==> config.mk <==
export PLATFORM = sky130hd
export DESIGN_NAME = ram4k_fifo_ctrl_flat
export DESIGN_NICKNAME = d
export VERILOG_FILES = /design/src/rtl/ram4k_fifo_ctrl_if.sv /design/src/rtl/ram4k_fifo_ctrl.sv /design/src/flat_wrapper.sv
export SDC_FILE = /design/constraint.sdc
export NUM_CORES = 1
export LEC_CHECK = 0
export ABC_CLOCK_PERIOD_IN_PS = 5250
export BUFFER_PORTS_ARGS = -buffer_cell sky130_fd_sc_hd__buf_4
export CAP_MARGIN = 10
export CORE_MARGIN = 8
export CORE_UTILIZATION = 35
export DETAILED_ROUTE_END_ITERATION = 8
export PLACE_DENSITY = 0.68
export SYNTH_ARGS = -nofsm -noshare
export SYNTH_HDL_FRONTEND = slang
export SYNTH_SLANG_ARGS = --single-unit
export TNS_END_PERCENT = 20
==> constraint.sdc <==
create_clock -name clk -period 5.25 [get_ports clk]
set_input_delay 0.2625 -clock clk [delete_from_list [all_inputs] [get_ports clk]]
set_output_delay 0.2625 -clock clk [all_outputs]
set_load 0.005 [all_outputs]
==> src/rtl/ram4k_fifo_ctrl_if.sv <==
// Signal bundle between a 4096x8 FIFO controller and its user plus the external dual-port RAM.
// The slave modport is the controller; the master modport is its environment.
interface ram4k_fifo_ctrl_if;
  logic        clr;
  logic        wr;
  logic [7:0]  din;
  logic        rd;
  logic [7:0]  dout;
  logic        dv;
  logic        full;
  logic        empty;
  logic        almost_full;
  logic        almost_empty;
  logic [12:0] count;
  logic        ovf;
  logic        unf;
  logic        ram_wce;
  logic        ram_we;
  logic [11:0] ram_wadr;
  logic [7:0]  ram_i;
  logic        ram_rce;
  logic [11:0] ram_radr;
  logic [7:0]  ram_o;

  modport master (
    output clr, wr, din, rd, ram_o,
    input  dout, dv, full, empty, almost_full, almost_empty, count, ovf, unf,
    input  ram_wce, ram_we, ram_wadr, ram_i, ram_rce, ram_radr
  );

  modport slave (
    input  clr, wr, din, rd, ram_o,
    output dout, dv, full, empty, almost_full, almost_empty, count, ovf, unf,
    output ram_wce, ram_we, ram_wadr, ram_i, ram_rce, ram_radr
  );
endinterface

==> src/rtl/ram4k_fifo_ctrl.sv <==
// FIFO controller driving an external 4096x8 dual-port RAM (both ports on clk).
// Registered occupancy count, sticky over/underflow flags, one-cycle pop-to-data strobe.
module ram4k_fifo_ctrl #(
  parameter int unsigned AFULL  = 3840,
  parameter int unsigned AEMPTY = 256
) (
  input logic               clk,
  input logic               rst,
  ram4k_fifo_ctrl_if.slave  bus
);

  localparam logic [12:0] Depth   = 13'd4096;
  localparam logic [12:0] AfullC  = 13'(AFULL);
  localparam logic [12:0] AemptyC = 13'(AEMPTY);

  logic [11:0] wptr_q, wptr_d;
  logic [11:0] rptr_q, rptr_d;
  logic [12:0] count_q, count_d;
  logic        dv_q, dv_d;
  logic        ovf_q, ovf_d;
  logic        unf_q, unf_d;

  logic full, empty, wa, ra;

  // Flags come from the registered count only; no lookahead or bypass.
  assign full  = (count_q == Depth);
  assign empty = (count_q == 13'd0);

  // rst gating keeps the RAM strobes quiet while reset is held.
  assign wa = bus.wr & ~full  & ~bus.clr & ~rst;
  assign ra = bus.rd & ~empty & ~bus.clr & ~rst;

  always_comb begin
    wptr_d  = wptr_q;
    rptr_d  = rptr_q;
    count_d = count_q;
    dv_d    = ra;
    ovf_d   = ovf_q | (bus.wr & full);
    unf_d   = unf_q | (bus.rd & empty);
    if (bus.clr) begin
      wptr_d  = '0;
      rptr_d  = '0;
      count_d = '0;
      dv_d    = 1'b0;
      ovf_d   = 1'b0;
      unf_d   = 1'b0;
    end else begin
      if (wa) wptr_d = wptr_q + 12'd1;
      if (ra) rptr_d = rptr_q + 12'd1;
      unique case ({wa, ra})
        2'b10:   count_d = count_q + 13'd1;
        2'b01:   count_d = count_q - 13'd1;
        default: count_d = count_q;
      endcase
    end
  end

  always_ff @(posedge clk or posedge rst) begin
    if (rst) begin
      wptr_q  <= '0;
      rptr_q  <= '0;
      count_q <= '0;
      dv_q    <= 1'b0;
      ovf_q   <= 1'b0;
      unf_q   <= 1'b0;
    end else begin
      wptr_q  <= wptr_d;
      rptr_q  <= rptr_d;
      count_q <= count_d;
      dv_q    <= dv_d;
      ovf_q   <= ovf_d;
      unf_q   <= unf_d;
    end
  end

  assign bus.ram_wce      = wa;
  assign bus.ram_we       = wa;
  assign bus.ram_wadr     = wptr_q;
  assign bus.ram_i        = bus.din;
  assign bus.ram_rce      = ra;
  assign bus.ram_radr     = rptr_q;
  assign bus.dout         = bus.ram_o;
  assign bus.dv           = dv_q;
  assign bus.full         = full;
  assign bus.empty        = empty;
  assign bus.almost_full  = (count_q >= AfullC);
  assign bus.almost_empty = (count_q <= AemptyC);
  assign bus.count        = count_q;
  assign bus.ovf          = ovf_q;
  assign bus.unf          = unf_q;

endmodule

==> src/flat_wrapper.sv <==
// flat-port wrapper written by rule: the top's interface ports become plain ports
module ram4k_fifo_ctrl_flat 
#(
  parameter int unsigned AFULL  = 3840,
  parameter int unsigned AEMPTY = 256
)
  (clk, rst, bus_clr, bus_wr, bus_din, bus_rd, bus_ram_o, bus_dout, bus_dv, bus_full, bus_empty, bus_almost_full, bus_almost_empty, bus_count, bus_ovf, bus_unf, bus_ram_wce, bus_ram_we, bus_ram_wadr, bus_ram_i, bus_ram_rce, bus_ram_radr);
  ram4k_fifo_ctrl_if bus_i ();
  input logic clk;
  input logic rst;
  input wire logic [$bits(bus_i.clr)-1:0] bus_clr;
  input wire logic [$bits(bus_i.wr)-1:0] bus_wr;
  input wire logic [$bits(bus_i.din)-1:0] bus_din;
  input wire logic [$bits(bus_i.rd)-1:0] bus_rd;
  input wire logic [$bits(bus_i.ram_o)-1:0] bus_ram_o;
  output wire logic [$bits(bus_i.dout)-1:0] bus_dout;
  output wire logic [$bits(bus_i.dv)-1:0] bus_dv;
  output wire logic [$bits(bus_i.full)-1:0] bus_full;
  output wire logic [$bits(bus_i.empty)-1:0] bus_empty;
  output wire logic [$bits(bus_i.almost_full)-1:0] bus_almost_full;
  output wire logic [$bits(bus_i.almost_empty)-1:0] bus_almost_empty;
  output wire logic [$bits(bus_i.count)-1:0] bus_count;
  output wire logic [$bits(bus_i.ovf)-1:0] bus_ovf;
  output wire logic [$bits(bus_i.unf)-1:0] bus_unf;
  output wire logic [$bits(bus_i.ram_wce)-1:0] bus_ram_wce;
  output wire logic [$bits(bus_i.ram_we)-1:0] bus_ram_we;
  output wire logic [$bits(bus_i.ram_wadr)-1:0] bus_ram_wadr;
  output wire logic [$bits(bus_i.ram_i)-1:0] bus_ram_i;
  output wire logic [$bits(bus_i.ram_rce)-1:0] bus_ram_rce;
  output wire logic [$bits(bus_i.ram_radr)-1:0] bus_ram_radr;
  assign bus_i.clr = bus_clr;
  assign bus_i.wr = bus_wr;
  assign bus_i.din = bus_din;
  assign bus_i.rd = bus_rd;
  assign bus_i.ram_o = bus_ram_o;
  assign bus_dout = bus_i.dout;
  assign bus_dv = bus_i.dv;
  assign bus_full = bus_i.full;
  assign bus_empty = bus_i.empty;
  assign bus_almost_full = bus_i.almost_full;
  assign bus_almost_empty = bus_i.almost_empty;
  assign bus_count = bus_i.count;
  assign bus_ovf = bus_i.ovf;
  assign bus_unf = bus_i.unf;
  assign bus_ram_wce = bus_i.ram_wce;
  assign bus_ram_we = bus_i.ram_we;
  assign bus_ram_wadr = bus_i.ram_wadr;
  assign bus_ram_i = bus_i.ram_i;
  assign bus_ram_rce = bus_i.ram_rce;
  assign bus_ram_radr = bus_i.ram_radr;
  ram4k_fifo_ctrl #(.AFULL(AFULL), .AEMPTY(AEMPTY)) u_core (.clk(clk), .rst(rst), .bus(bus_i));
endmodule
# After elaboration in Yosys (flattened, before gate mapping)
# Index checks and enable logic that the tools add are counted.
# Widths: inputs -> output; s select.
# classes
eq_ne,3
n_reduce_logical,4
add_sub_neg,4
muxes,9
bitwise,14
magnitude_cmp,2
# op_table
operator,count
$mux 12,4
$pmux 13 s2,1
$add 12x1->12 const B,2
$add 13x1->13 const B,1
$eq 13x13->1 const B,1
$ge 13x12->1 const B,1
$le 13x9->1 const B,1
$logic_not 13->1,1
$mux 13,1
$sub 13x1->13 const B,1
$and 1x1->1,8
$not 1->1,4
$reduce_bool 2->1,2
$mux 1,3
$reduce_bool 3->1,1
$eq 2x1->1 const B,1
$eq 2x2->1 const B,1
$or 1x1->1,2
# word_totals
ff_bits,40
input_bits,21

# Depth between registers and ports, before layout
# Gate-level depths: netlist of run 1.
# logic_depth
depth_word,8
mapped_depth,12

# Worst setup path before layout of run 1
# OpenSTA, ideal clock, no wires.
# synth_timing
kind,in2reg
start,in rst
end,"reg u_core.count_q[9], in the netlist u_core.bus.count[9]"
cell_stages,10
setup_ns,0.122
path_buffers,0
path_slack_ns,0.960
arrival_time_ns,4.168
path_cell_list,inv_1 -> nand2_1 -> or3_1 -> nor2_1 -> ha_1 -> a2111oi_0 -> a211oi_1 -> o21a_1 -> or3_1 -> a32o_1
# synth_via
elab_chain_cells,5
elab_cells_between_ends,8
# synth_lines
item,line_no,text
"start, declared",flat_wrapper.sv:10,input logic rst;
$not 1->1 *,"ram4k_fifo_ctrl.sv:30, ram4k_fifo_ctrl.sv:31",
"$and 1x1->1, on equally long branches","ram4k_fifo_ctrl.sv:31, ram4k_fifo_ctrl.sv:30",
$eq 2x1->1 / $eq 2x2->1 (equally long branches),ram4k_fifo_ctrl.sv:50,"unique case ({wa, ra})"
$pmux 13 s2,ram4k_fifo_ctrl.sv:50,
$mux 13,ram4k_fifo_ctrl.sv:40,if (bus.clr) begin
"end signal, assigned",ram4k_fifo_ctrl.sv:69,count_q <= count_d;
"end, declared",ram4k_fifo_ctrl.sv:18,"logic [12:0] count_q, count_d;"
# Every way passes the cells marked *; elsewhere a longest branch is shown, timed or not.
# A chain may end at the register's enable or synchronous reset.

# Final worst setup path of run 1
# layout_timing
start,"reg u_core.count_q[0], in the netlist u_core.bus.count[0]"
end,"reg u_core.count_q[9], in the netlist u_core.bus.count[9]"
# layout_via
elab_chain_cells,8
elab_cells_between_ends,17
# layout_lines
item,line_no
$eq 13x13->1 / $logic_not 13->1 (equally long branches),"ram4k_fifo_ctrl.sv:26, ram4k_fifo_ctrl.sv:27"
"$not 1->1, on equally long branches","ram4k_fifo_ctrl.sv:30, ram4k_fifo_ctrl.sv:31"
"$and 1x1->1, on equally long branches (3 in a row)","ram4k_fifo_ctrl.sv:30, ram4k_fifo_ctrl.sv:31"
$eq 2x1->1 / $eq 2x2->1 (equally long branches),ram4k_fifo_ctrl.sv:50
$pmux 13 s2,ram4k_fifo_ctrl.sv:50
$mux 13,ram4k_fifo_ctrl.sv:40
# Several ways; a longest one is shown, not always the timed one.

==> results.yml, run 1 <==
route:
  via_count: 2046
  routed_wl_mm: 6.07
  dr_wl_met3_um: 575
  firstDrtPassIters: 4
  dr.max_layer_used: "met4"
  ant_nets: 0
  wl_per_cell_um: 15.2
  drt-initial-drc-count: 103
  detail_route.vias_per_cell: 5.12
  route.detailed.drc: 0
  wl_met2_mm: 2.75
  wl_met1_mm: 2.60
critical_path:
  worst_r2r_path_depth: 10
  regToRegEndpoint: "u_core.bus.count[9]"
  cp.required_ps: 5430
  endpoint: "u_core.bus.count[9]"
  cp.arrival_ps: 4890
  rrSetupSlack_ps: 540
  cp-startpoint: "u_core.bus.count[0]"
  worstSetupEndpointType: "register"
  crit_type: "reg -> reg"
  r2r_start: "u_core.bus.count[0]"
  worstSetupStartpointType: "register"
  cp_max_fo: 12
clock_network:
  tritoncts: "done"
  clkSlewWorstSetupHoldPaths_ps: 80
  postCtsSetupBuffers: 0
  clkLatencyLatePin_ps: 290
  cts_resized: 0
  clkSinkCount: 40
  clk_path_buf_depth: 2
  numCtsBuffers: 5
  clock-root-buffer: "clkbuf_8"
  h-tree-depth: 2
  ctsHoldBuffers: 0
finish:
  drive_gt1_frac: 0.239
  insertedDiodeCount: 0
  final_core_util: 0.420
  syn_to_final_growth_pct: 18.3
  finalNonFillerCells: 400
  nNetsFinal: 335
  fillers: 703
timing:
  max_freq_mhz: 212
  fin_crit_ps: 4710
  fin_tns_setup_ps: 0
  timing_worst_slew_pin_value_ps: 932
  fin_crit_sh: 0.897
  rsz0062_at_grt: "false"
  setup_viol: 0
  fin_worst_skew_ps: 8.78
  slew_headroom: 0.376
  finalHoldViolations: 0
  drv_slew: 0
grt:
  grt_pass1_wl_mm: 10.3
  grt_pass1_vias: 2079
  antenna_found_initial: 0
  gr-usage-all-layers: 0.125
  grt_max_degree: 41
  grt_overflow: 0
logic_synthesis:
  yosys.cell_types.count: 52
  synth_area_mm2: 0.00253
  ys_ff_latch: 40
  syn_avg_cell_area_um2: 9.60
  yosys_warnings: 0
  synth_edf_count: 0
  yosysSeqAreaShare: 0.395
  synth_nets: 299
  synthTopCellsByArea: "dfrtp_1 (39%), ha_1 (6.4%), xor2_1 (5.9%)"
  yosysTopAreaCell: "dfrtp_1"
  yosys-top-cells-count: "dfrtp_1 (40), nor2_1 (30), nand2_1 (19), buf_4 (17), xor2_1 (17)"
  ys_async_sr_fraction: 1.00
  ys.flop_type: "dfrtp_1"
  syn-instance-count: 264
  yosysMostFrequentCell: "dfrtp_1"
  synth_top_area_frac: 0.395
floorplanning:
  die_area_mm2: 0.0102
  core_mm2: 0.00714
  initial_core_util: 0.355
  die_width_um: 101
  io_pins: 84
  floorplan.rows: 31
  die_height_um: 101
placement:
  place_inst: 392
  globalplace.congestion: 0.901
  dp.final_hpwl_mm: 4.54
  portBuffers: 51
power:
  power_density_mw_per_mm2: 338
  p_leak_uw: 0.00152
  peakVddDrop_v: 0.000137
hold_path:
  min_path_type: "in -> async"
run:
  max_cap_viol_count: 0
run_status:
  status: "finished clean"
## power breakdown
group / switching [µW] / internal (µW)
registers: 49.1 / 342
clock network: 112 / 141
logic: 189 / 179
## worst min path at each step
stage,start,endpoint,slack (ps)
2_1_floorplan,bus_wr,u_core.bus.ovf,410
3_3_place_gp,u_core.bus.ram_radr[11],u_core.bus.ram_radr[11],470
3_5_place_dp,rst,u_core.bus.ram_wadr[2],480
4_1_cts,rst,u_core.bus.unf,160
5_1_grt,rst,u_core.bus.ram_radr[6],200
6_report,rst,u_core.bus.ovf,140
## registers in the layout (all words and copies together), names as in the netlist
register             flops
u_core.bus.ram_wadr     12
u_core.bus.unf           1
u_core.bus.ovf           1
u_core.bus.ram_radr     12
u_core.bus.dv            1
u_core.bus.count        13
## per-layer routing
metal	up-vias	track usage
met3	14	0.0428
li1	996	-
met4	0	0.0515
met2	78	0.198
met1	958	0.151
met5	-	0
## worst max-delay path, stage by stage (launching register included)
cell and delay, ps:
dfrtp_1 460, or4_4 600, nor4_1 430, nor2_1 300, nor2_1 780, ha_1 440, a2111oi_0 610, a211oi_1 200
o21a_1 210, or3_1 310, a32o_1 260
## stage by stage
step	hold WS [ps]	cell area [µm²]	total power (µW)	worst slack (ps)
after floorplan	411	2530	638	960
after global placement	470	2890	761	752
after detailed placement	484	2890	768	623
after CTS	160	3000	1020	581
after global routing	200	3000	1080	87.7
final	143	3000	1010	540
## cells in the final DEF (no fill, tap or decap), types with 2 or more instances in the layout
cell / n
and3_1: 6
nor2_1: 30
inv_1: 5
xnor2_1: 9
a32o_1: 2
o21ai_0: 6
a41o_1: 2
nand2b_1: 6
mux2i_1: 3
mux2_2: 2
o21a_1: 2
buf_4: 53
a22o_1: 2
clkbuf_8: 5
xor2_1: 17
nand3_1: 11
nand2_1: 19
o211ai_1: 2
or3_1: 3
nand4_1: 7
a21o_1: 5
dfrtp_1: 40
a21oi_1: 12
ha_1: 13
or4_4: 3
nor3_1: 5
o31ai_1: 6
## cell type report
type,instances,area [µm²],share of cell area
repair buffers,53,398,0.133
clock inverters,3,42.5,0.0142
multi-input cells,194,1340,0.447
flip-flops and latches,40,1000,0.334
well taps,99,124,0.0413
clock buffers,5,68.8,0.0230
inverters,6,22.5,0.00751
## logic make-up (layout without fill, tap and decap cells)
family | Yosys count | count (layout) | share of synthesized area
and+or+nand+nor | 99 | 99 | 0.203
buffers and inverters | 30 | 67 | 0.0760
AOI/OAI and AO/OA | 49 | 49 | 0.139
DFF | 40 | 40 | 0.395
adders and majority gates | 14 | 14 | 0.0721
xor gates and xnor gates | 26 | 26 | 0.0898
muxes | 6 | 6 | 0.0252
Note: power is estimated with default switching activity, not from simulation.
==> run 2, diff against run 1 <==
--- a/config.mk
+++ b/config.mk
@@ -5,13 +5,13 @@
 export SDC_FILE = /design/constraint.sdc
 export NUM_CORES = 1
 export LEC_CHECK = 0
-export ABC_CLOCK_PERIOD_IN_PS = 5250
+export ABC_AREA = 1
+export ABC_CLOCK_PERIOD_IN_PS = 5000
 export BUFFER_PORTS_ARGS = -buffer_cell sky130_fd_sc_hd__buf_4
-export CAP_MARGIN = 10
 export CORE_MARGIN = 8
 export CORE_UTILIZATION = 35
 export DETAILED_ROUTE_END_ITERATION = 8
-export PLACE_DENSITY = 0.68
+export PLACE_DENSITY = 0.67
 export SYNTH_ARGS = -nofsm -noshare
 export SYNTH_HDL_FRONTEND = slang
 export SYNTH_SLANG_ARGS = --single-unit
==> constraint.sdc (replaced) <==
create_clock -name clk -period 5 [get_ports clk]
set_input_delay 0.25 -clock clk [delete_from_list [all_inputs] [get_ports clk]]
set_output_delay 0.25 -clock clk [all_outputs]
set_load 0.005 [all_outputs]
==> run 2 against run 1 <==
Cell count rose by 27%. Synthesized area rose by 8.0%. Total power is 3.3% lower. Global-route usage up 0.40 points. Setup slack improved by 1400 ps. Sequential power about the same. Clock skew is 4.3 ps lower. Flip-flop and latch count unchanged. Maximum frequency rose by 53%. Non-clock buffer count is 1 lower. Largest power group unchanged.
==> results.yml, run 2 <==
run_status:
  status: "finished clean"
grt:
  antenna_found_initial: 0
  grt_overflow: 0
  grt_pass1_vias: 2475
  gr-usage-all-layers: 0.129
  grt_max_degree: 41
  grt_pass1_wl_mm: 11.8
run:
  max_cap_viol_count: 0
finish:
  insertedDiodeCount: 0
  final_common_cell: "nand2_1"
  syn_to_final_growth_pct: 18.0
  layout_common_cells: "nand2_1 (78), buf_4 (52), inv_1 (47), dfrtp_1 (40), nor2_1 (35)"
  nNetsFinal: 440
  largest_reg_flops: 13
  fillers: 788
  drive_gt1_frac: 0.185
timing:
  rsz0062_at_grt: "false"
  max_freq_mhz: 325
  slew_headroom: 0.653
  finalHoldViolations: 0
  fin_worst_skew_ps: 4.48
  fin_crit_ps: 3070
  hold_ws_ps: 155
  timing_worst_slew_pin_value_ps: 520
  drv_slew: 0
  setup_viol: 0
  fin_tns_setup_ps: 0
  fin_crit_sh: 0.615
placement:
  dp.final_hpwl_mm: 5.37
  portBuffers: 51
  globalplace.congestion: 0.880
critical_path:
  worstSetupEndpointType: "register"
  cp.arrival_ps: 3260
  cp.required_ps: 5180
  slowest_stage: "dfrtp_1"
  worstSetupStartpointType: "register"
  crit_type: "reg -> reg"
  cp_common_cell: "nor2_1"
  critPathMaxStageDelay_ps: 420
  cp_max_fo: 12
  critical_path.cell_chain: "nor2_1 > nand2_1 > nor2_8 > nand3_2 > nand2_2 > nand2_4 > inv_1 > ha_1 > a21oi_1 > o21ai_0 > inv_1 > nor2_1 > nor2_1 > nand3_1 > nand3_1 > nand2_1"
power:
  peakVddDrop_v: 0.000107
  switching_share: 0.322
  p_leak_uw: 0.00160
  p_seq_frac: 0.396
  comb_power_share: 0.286
  power_density_mw_per_mm2: 303
  p_switching_uw: 315
  p_clk_frac: 0.318
  p_int_uw: 663
route:
  detail_route.vias_per_cell: 4.94
  route.detailed.drc: 0
  wl_per_cell_um: 13.9
  drt-initial-drc-count: 128
  dr.max_layer_used: "met4"
  wl_met2_mm: 3.23
  ant_nets: 0
  wl_met1_mm: 3.31
  firstDrtPassIters: 5
  dr_wl_met3_um: 432
  routed_wl_mm: 7.02
  via_count: 2503
floorplanning:
  floorplan.rows: 32
  io_pins: 84
  core_mm2: 0.00765
  die_width_um: 104
  die_height_um: 104
  initial_core_util: 0.358
  die_area_mm2: 0.0109
logic_synthesis:
  yosys.cell_types.count: 33
  synth_edf_count: 0
  ys_async_sr_fraction: 1.00
  yosysSeqAreaShare: 0.366
  syn_avg_cell_area_um2: 7.48
  yosys-top-cells-count: "nand2_1 (78), inv_1 (47), dfrtp_1 (40), nor2_1 (35), o21ai_0 (26)"
  synth_top_area_frac: 0.366
  yosysTopAreaCell: "dfrtp_1"
  synthTopCellsByArea: "dfrtp_1 (37%), nand2_1 (11%), inv_1 (6.4%)"
  ys.flop_type: "dfrtp_1"
  yosys_warnings: 0
  syn-instance-count: 366
  yosysMostFrequentCell: "nand2_1"
  synth_area_mm2: 0.00274
  ys_ff_latch: 40
  synth_nets: 401
clock_network:
  clkLatencyLatePin_ps: 290
  tritoncts: "done"
  clkSlewWorstSetupHoldPaths_ps: 80
  numCtsBuffers: 5
  postCtsSetupBuffers: 0
  cts_resized: 0
  clock-root-buffer: "clkbuf_8"
  h-tree-depth: 2
  clkSinkCount: 40
  ctsHoldBuffers: 0
  clk_path_buf_depth: 2
hold_path:
  min_path_type: "in -> async"
## run 2: cell count changes after synthesis, moves of 6 or more
cell / change
xnor2_1: -6
nand2_1: +59
o21ai_1: +8
xor2_1: -11
a21oi_1: +8
inv_1: +42
o31ai_1: -6
o21ai_0: +20
nand2b_1: -6
o22ai_1: +6
nand3_1: +11
## run 2: per-layer routing
| layer | global-route usage | up-vias |
|---|---|---|
| met4 | 0.0424 | 0 |
| met1 | 0.170 | 1151 |
| met2 | 0.200 | 79 |
| met3 | 0.0322 | 4 |
| met5 | 0 | - |
| li1 | - | 1269 |
## run 2: path summary, 6_finish.rpt
kind | end | slack, ps | start | cells after the start
worst min register to register | u_core.bus.ram_wadr[10] | 530 | u_core.bus.ram_wadr[10] | 1
worst max register to register | u_core.bus.count[12] | 1930 | u_core.bus.count[6] | 16
worst min-delay path | u_core.bus.ram_radr[3] | 150 | rst | 3
worst max-delay path | u_core.bus.count[12] | 1930 | u_core.bus.count[6] | 16
min in group clk | u_core.bus.unf | 180 | bus_clr | 2
max in group asynchronous | u_core.bus.ram_wadr[7] | 4490 | rst | 3
## run 2: cell families after synthesis
| family | after synthesis | synth area share |
|---|---|---|
| buffers and inverters | 69 | 0.123 |
| AOI/OAI and AO/OA | 69 | 0.139 |
| xor gates and xnor gates | 9 | 0.0288 |
| adders and majority gates | 14 | 0.0667 |
| muxes | 1 | 0.00366 |
| and+or+nand+nor | 164 | 0.273 |
| DFF | 40 | 0.366 |
## run 2: through the flow
stage | std cells | worst slack [ps] | util | total power (µW) | instance area, µm²
after floorplan | 366 | 1820 | - | 575 | 2740
after global placement | 500 | 2080 | 0.406 | 672 | 3100
after detailed placement | 500 | 2020 | 0.406 | 677 | 3100
after CTS | 507 | 1950 | 0.422 | 992 | 3230
after global routing | 507 | 1740 | 0.422 | 1040 | 3230
final | 507 | 1930 | 0.422 | 979 | 3230
## run 2: cell type report
class	count	area (µm²)	share of cell area
clock inverters	2	60.1	0.0186
repair buffers	52	390	0.121
multi-input cells	257	1400	0.433
inverters	49	184	0.0569
clock buffers	5	68.8	0.0213
well taps	102	128	0.0395
flip-flops and latches	40	1000	0.310
## run 2: power by group through the flow
| stage | sequential [µW] | clock, µW | combinational [µW] |
|---|---|---|---|
| floorplan | 387 | 0 | 187 |
| global placement | 394 | 0 | 278 |
| detailed placement | 394 | 0 | 283 |
| CTS | 388 | 318 | 286 |
| global route | 394 | 332 | 313 |
| finish | 388 | 311 | 280 |
## run 2: critical path, delay by kind of cell (launching register included)
| kind | cells | cell delay, ps |
|---|---|---|
| AO/OA/AOI/OAI | 2 | 420 |
| buffers and inverters | 2 | 460 |
| adder cells (fa/ha/maj) | 1 | 360 |
| flip-flops | 1 | 420 |
| AND/OR/NAND/NOR | 11 | 1300 |
